**src/rtl/mem_sum_master.sv**
```systemverilog
// Bus initiator that sums a block of consecutive memory words and writes the total back.
// Uses the same memread/memwrite/adr/writedata/memdata interface the core drives toward exmemory.
module mem_sum_master #(
    parameter int WIDTH   = 32,
    parameter int LENBITS = 8
) (
    input  logic               clk,
    input  logic               reset,
    input  logic               start,
    input  logic [WIDTH-1:0]   base_adr,
    input  logic [LENBITS-1:0] count,
    input  logic [WIDTH-1:0]   dest_adr,
    input  logic [WIDTH-1:0]   memdata,
    output logic               memread,
    output logic               memwrite,
    output logic [WIDTH-1:0]   adr,
    output logic [WIDTH-1:0]   writedata,
    output logic               busy,
    output logic               done,
    output logic [WIDTH-1:0]   sum
);

    typedef enum logic [1:0] {IDLE, READ, WRITE, DONE} state_t;

    state_t             state, next_state;
    logic [WIDTH-1:0]   cur_adr;
    logic [LENBITS-1:0] remaining;
    logic [WIDTH-1:0]   dst;
    logic [WIDTH-1:0]   acc;

    localparam logic [WIDTH-1:0] ALIGN_MASK = ~(WIDTH'(3));

    // State register plus the datapath registers advanced by the current state.
    always_ff @(posedge clk) begin
        if (reset) begin
            state     <= IDLE;
            cur_adr   <= '0;
            remaining <= '0;
            dst       <= '0;
            acc       <= '0;
            sum       <= '0;
        end else begin
            state <= next_state;
            case (state)
                IDLE: begin
                    if (start) begin
                        cur_adr   <= base_adr & ALIGN_MASK;
                        dst       <= dest_adr & ALIGN_MASK;
                        remaining <= count;
                        acc       <= '0;
                        sum       <= '0;
                    end
                end
                READ: begin
                    acc       <= acc + memdata;
                    cur_adr   <= cur_adr + WIDTH'(4);
                    remaining <= remaining - LENBITS'(1);
                end
                WRITE:   sum <= acc;
                default: ;
            endcase
        end
    end

    always_comb begin
        next_state = state;
        case (state)
            IDLE: begin
                if (start)
                    next_state = (count != '0) ? READ : WRITE;
            end
            READ: begin
                if (remaining == LENBITS'(1))
                    next_state = WRITE;
            end
            WRITE:   next_state = DONE;
            DONE:    next_state = IDLE;
            default: next_state = IDLE;
        endcase
    end

    // Bus outputs depend only on state and registers, never on inputs directly.
    always_comb begin
        memread   = 1'b0;
        memwrite  = 1'b0;
        adr       = '0;
        writedata = '0;
        busy      = 1'b0;
        done      = 1'b0;
        case (state)
            READ: begin
                memread = 1'b1;
                adr     = cur_adr;
                busy    = 1'b1;
            end
            WRITE: begin
                memwrite  = 1'b1;
                adr       = dst;
                writedata = acc;
                busy      = 1'b1;
            end
            DONE:    done = 1'b1;
            default: ;
        endcase
    end

endmodule

```
**config.mk**
```make
export PLATFORM = sky130hd
export DESIGN_NAME = mem_sum_master
export DESIGN_NICKNAME = d
export VERILOG_FILES = /design/src/rtl/mem_sum_master.sv
export SDC_FILE = /design/constraint.sdc
export NUM_CORES = 1
export LEC_CHECK = 0
export CORE_MARGIN = 2
export CORE_UTILIZATION = 35
export CTS_CLUSTER_DIAMETER = 100
export DETAILED_ROUTE_END_ITERATION = 10
export PLACE_DENSITY = 0.68
export SYNTH_ARGS = -nofsm -noshare
export SYNTH_HDL_FRONTEND = slang
export SYNTH_SLANG_ARGS = --single-unit
```
**constraint.sdc**
```tcl
create_clock -name clk -period 4.1 [get_ports clk]
set_input_delay 0.82 -clock clk [delete_from_list [all_inputs] [get_ports clk]]
set_output_delay 0.82 -clock clk [all_outputs]
set_load 0.02 [all_outputs]
```
==> reports/metrics.yaml <==
status: "finished clean"
rows: 54
worstPathRequired_ns: 3.28
portBuffers: 200
grt_pass1_vias: 7478
cp-start-kind: "flip-flop"
wirelength_mm: 24.2
areaGrowthSynthToFinish_pct: 36.1
grt_max_degree: 86
clk_latency_ns: 0.43
p_leak_uw: 0.00394
cp_max_fo: 34
cts_tree: "done"
ys_seq_elements: 134
async_reset_ff_share_pct: 0
cts_max_level: 4
ir_drop_mv: 0.306
ff_latch_area_um2: 2680
power_density_nw_per_um2: 582
finalWorstSetupSlack_ns: 0.426
ys_seq_area_share_pct: 34.9
tightest_slew_ns: 1.06
detail_route.iter0.violations: 447
postCtsSetupBuffers: 0
rsz0062_at_grt: "no"
wl_per_cell_um: 16.7
die-area_um2: 23200
crit_type: "reg -> out"
design_area_um2: 10500
layout_common_cells: "clkdlybuf4s50_1, dfxtp_1, nand2_1, nor2_1, a21oi_1"
vias: 7773
gp_congestion: 0.857
syn_avg_cell_area_um2: 7.75
grt_usage_pct: 20.4
place_ws_ns: 0.144
clock-sinks: 134
ys_types: 63
max_freq_ghz: 0.272
skew_ns: 0.0123
drt_pass1_iterations: 5
numCtsBuffers: 17
setup_viol: 0
layout_min_cycle_time_ns: 3.67
hold_class: "reg -> reg"
fin_crit_sh_pct: 89.6
ys_warn_count: 0
ys.flop_type: "dfxtp_1"
die_x_um: 152
setup_tns_ns: 0
grt_antenna_before_repair: 1
final_common_cell: "clkdlybuf4s50_1"
cts-resized-gates: 0
drc: 0
initial_utilization_pct: 35.4
cp-end-kind: "output port"
hpwlAfterDp_mm: 16.8
multi_input_area_um2: 4690
die_y_um: 152
clk_path_buf_depth: 2
ant_nets: 0
drv_cap: 0
viasPerCell: 5.38
io_pins: 207
fillers: 2095
final-hold-violation-count: 0
overflow: 0
path_clk_slew_ns: 0.06
slew_headroom_pct: 28.9
p_total_uw: 6090
cts_hold_buf: 0
crit_arrival_ns: 2.85
postSynthCellCount: 992
nets: 1298
drive_gt1_share_pct: 5.93
grt_pass1_wl_mm: 38.7
root_buffer: "clkbuf_16"
core_area_um2: 21700
slew_violations: 0
synth_edf_count: 0
synth.cell_area_um2: 7690
fin_util_pct: 48.2
placed_cell_area_um2: 9900
[routing by layer]
layer  global-route usage [%]  up-vias  part of all wire [%]
li1                         -     3871                     -
met1                     26.7     3639                    45
met2                     32.9      231                    47
met3                     5.89       32                   6.4
met4                     5.96        0                   1.7
met5                        0        -                     0
[Yosys cell counts, types with 3 or more instances]
cell type	count	area, µm²
a211oi_1	23	173
a21o_1	19	143
a21oi_1	90	450
a21oi_2	3	26.3
a22o_1	20	175
a22oi_1	80	601
a31oi_1	3	18.8
and2_1	40	250
and3_1	9	56.3
buf_1	8	30.0
buf_2	5	25.0
clkbuf_1	61	229
dfxtp_1	134	2680
ha_1	39	488
inv_1	15	56.3
nand2_1	121	454
nand2b_1	5	31.3
nand3_1	29	145
nand4_1	8	50.1
nor2_1	116	435
nor2b_1	5	31.3
nor3_1	8	40.0
o211ai_1	5	37.5
o21ai_0	47	235
o21ai_1	4	20.0
o22ai_1	12	75.1
o31ai_1	7	52.6
or2_2	3	18.8
or3_1	5	31.3
xnor2_1	13	114
xor2_1	14	123
[area by class of cell]
| cell class | count | area share, % |
|---|---|---|
| inverter | 15 | 0.538 |
| sequential | 134 | 25.6 |
| clock inverter | 15 | 1.27 |
| multi-input combinational | 768 | 44.8 |
| timing repair buffer | 215 | 20.3 |
| tap | 280 | 3.35 |
| antenna | 2 | 0.0478 |
| clock buffer | 17 | 4.07 |
[power by group]
group          internal, µW  total [µW]  switching [µW]  leakage (µW)
clock network           799        1480             677      0.000272
registers              1590        1900             314       0.00109
logic                  1030        2720            1690       0.00258
total                  3420        6090            2680       0.00394
[through the flow]
| step | hold slack [ns] | instances |
|---|---|---|
| after floorplan | 0.436 | 993 |
| after global placement | 0.442 | 1412 |
| after detailed placement | 0.446 | 1412 |
| after CTS | 0.455 | 1444 |
| after global routing | 0.470 | 1444 |
| final | 0.452 | 1446 |
[cell families (layout without fill, tap and decap cells)]
logic type	after synthesis	count (layout)	share of synthesized area, %
simple gates	362	362	21.5
compound gates	334	334	28.9
flops	134	134	34.9
buf+inv	91	262	4.62
fa+ha+maj	40	40	6.61
xor+xnor	27	27	3.08
mux	3	3	0.407
other cells	1	4	0.0488
[flip-flops by register name (all words and copies together), names as in the netlist]
| register | cells |
|---|---|
| acc | 32 |
| state | 2 |
| remaining | 8 |
| sum | 32 |
| cur_adr | 30 |
| dst | 30 |
[final timing paths]
check             slack (ns)  cells past startpoint                        to                  start
setup reg to reg        0.98                      7  cur_adr[21]$_SDFFE_PP0P_  state[1]$_SDFFE_PP0P_
hold reg to reg         0.45                      2      dst[24]$_SDFFE_PP0P_   dst[24]$_SDFFE_PP0P_
setup / recovery        0.43                      5             writedata[13]  state[0]$_SDFFE_PP0P_
hold / removal          0.45                      2      dst[24]$_SDFFE_PP0P_   dst[24]$_SDFFE_PP0P_
[critical path, cell delays in order (launching register included)]
cell and delay, ns:
dfxtp_1 0.37, inv_1 0.13, ha_2 0.69, buf_4 0.43, and2_1 0.19, clkdlybuf4s50_1 0.61
(Power assumes the default switching activity.)
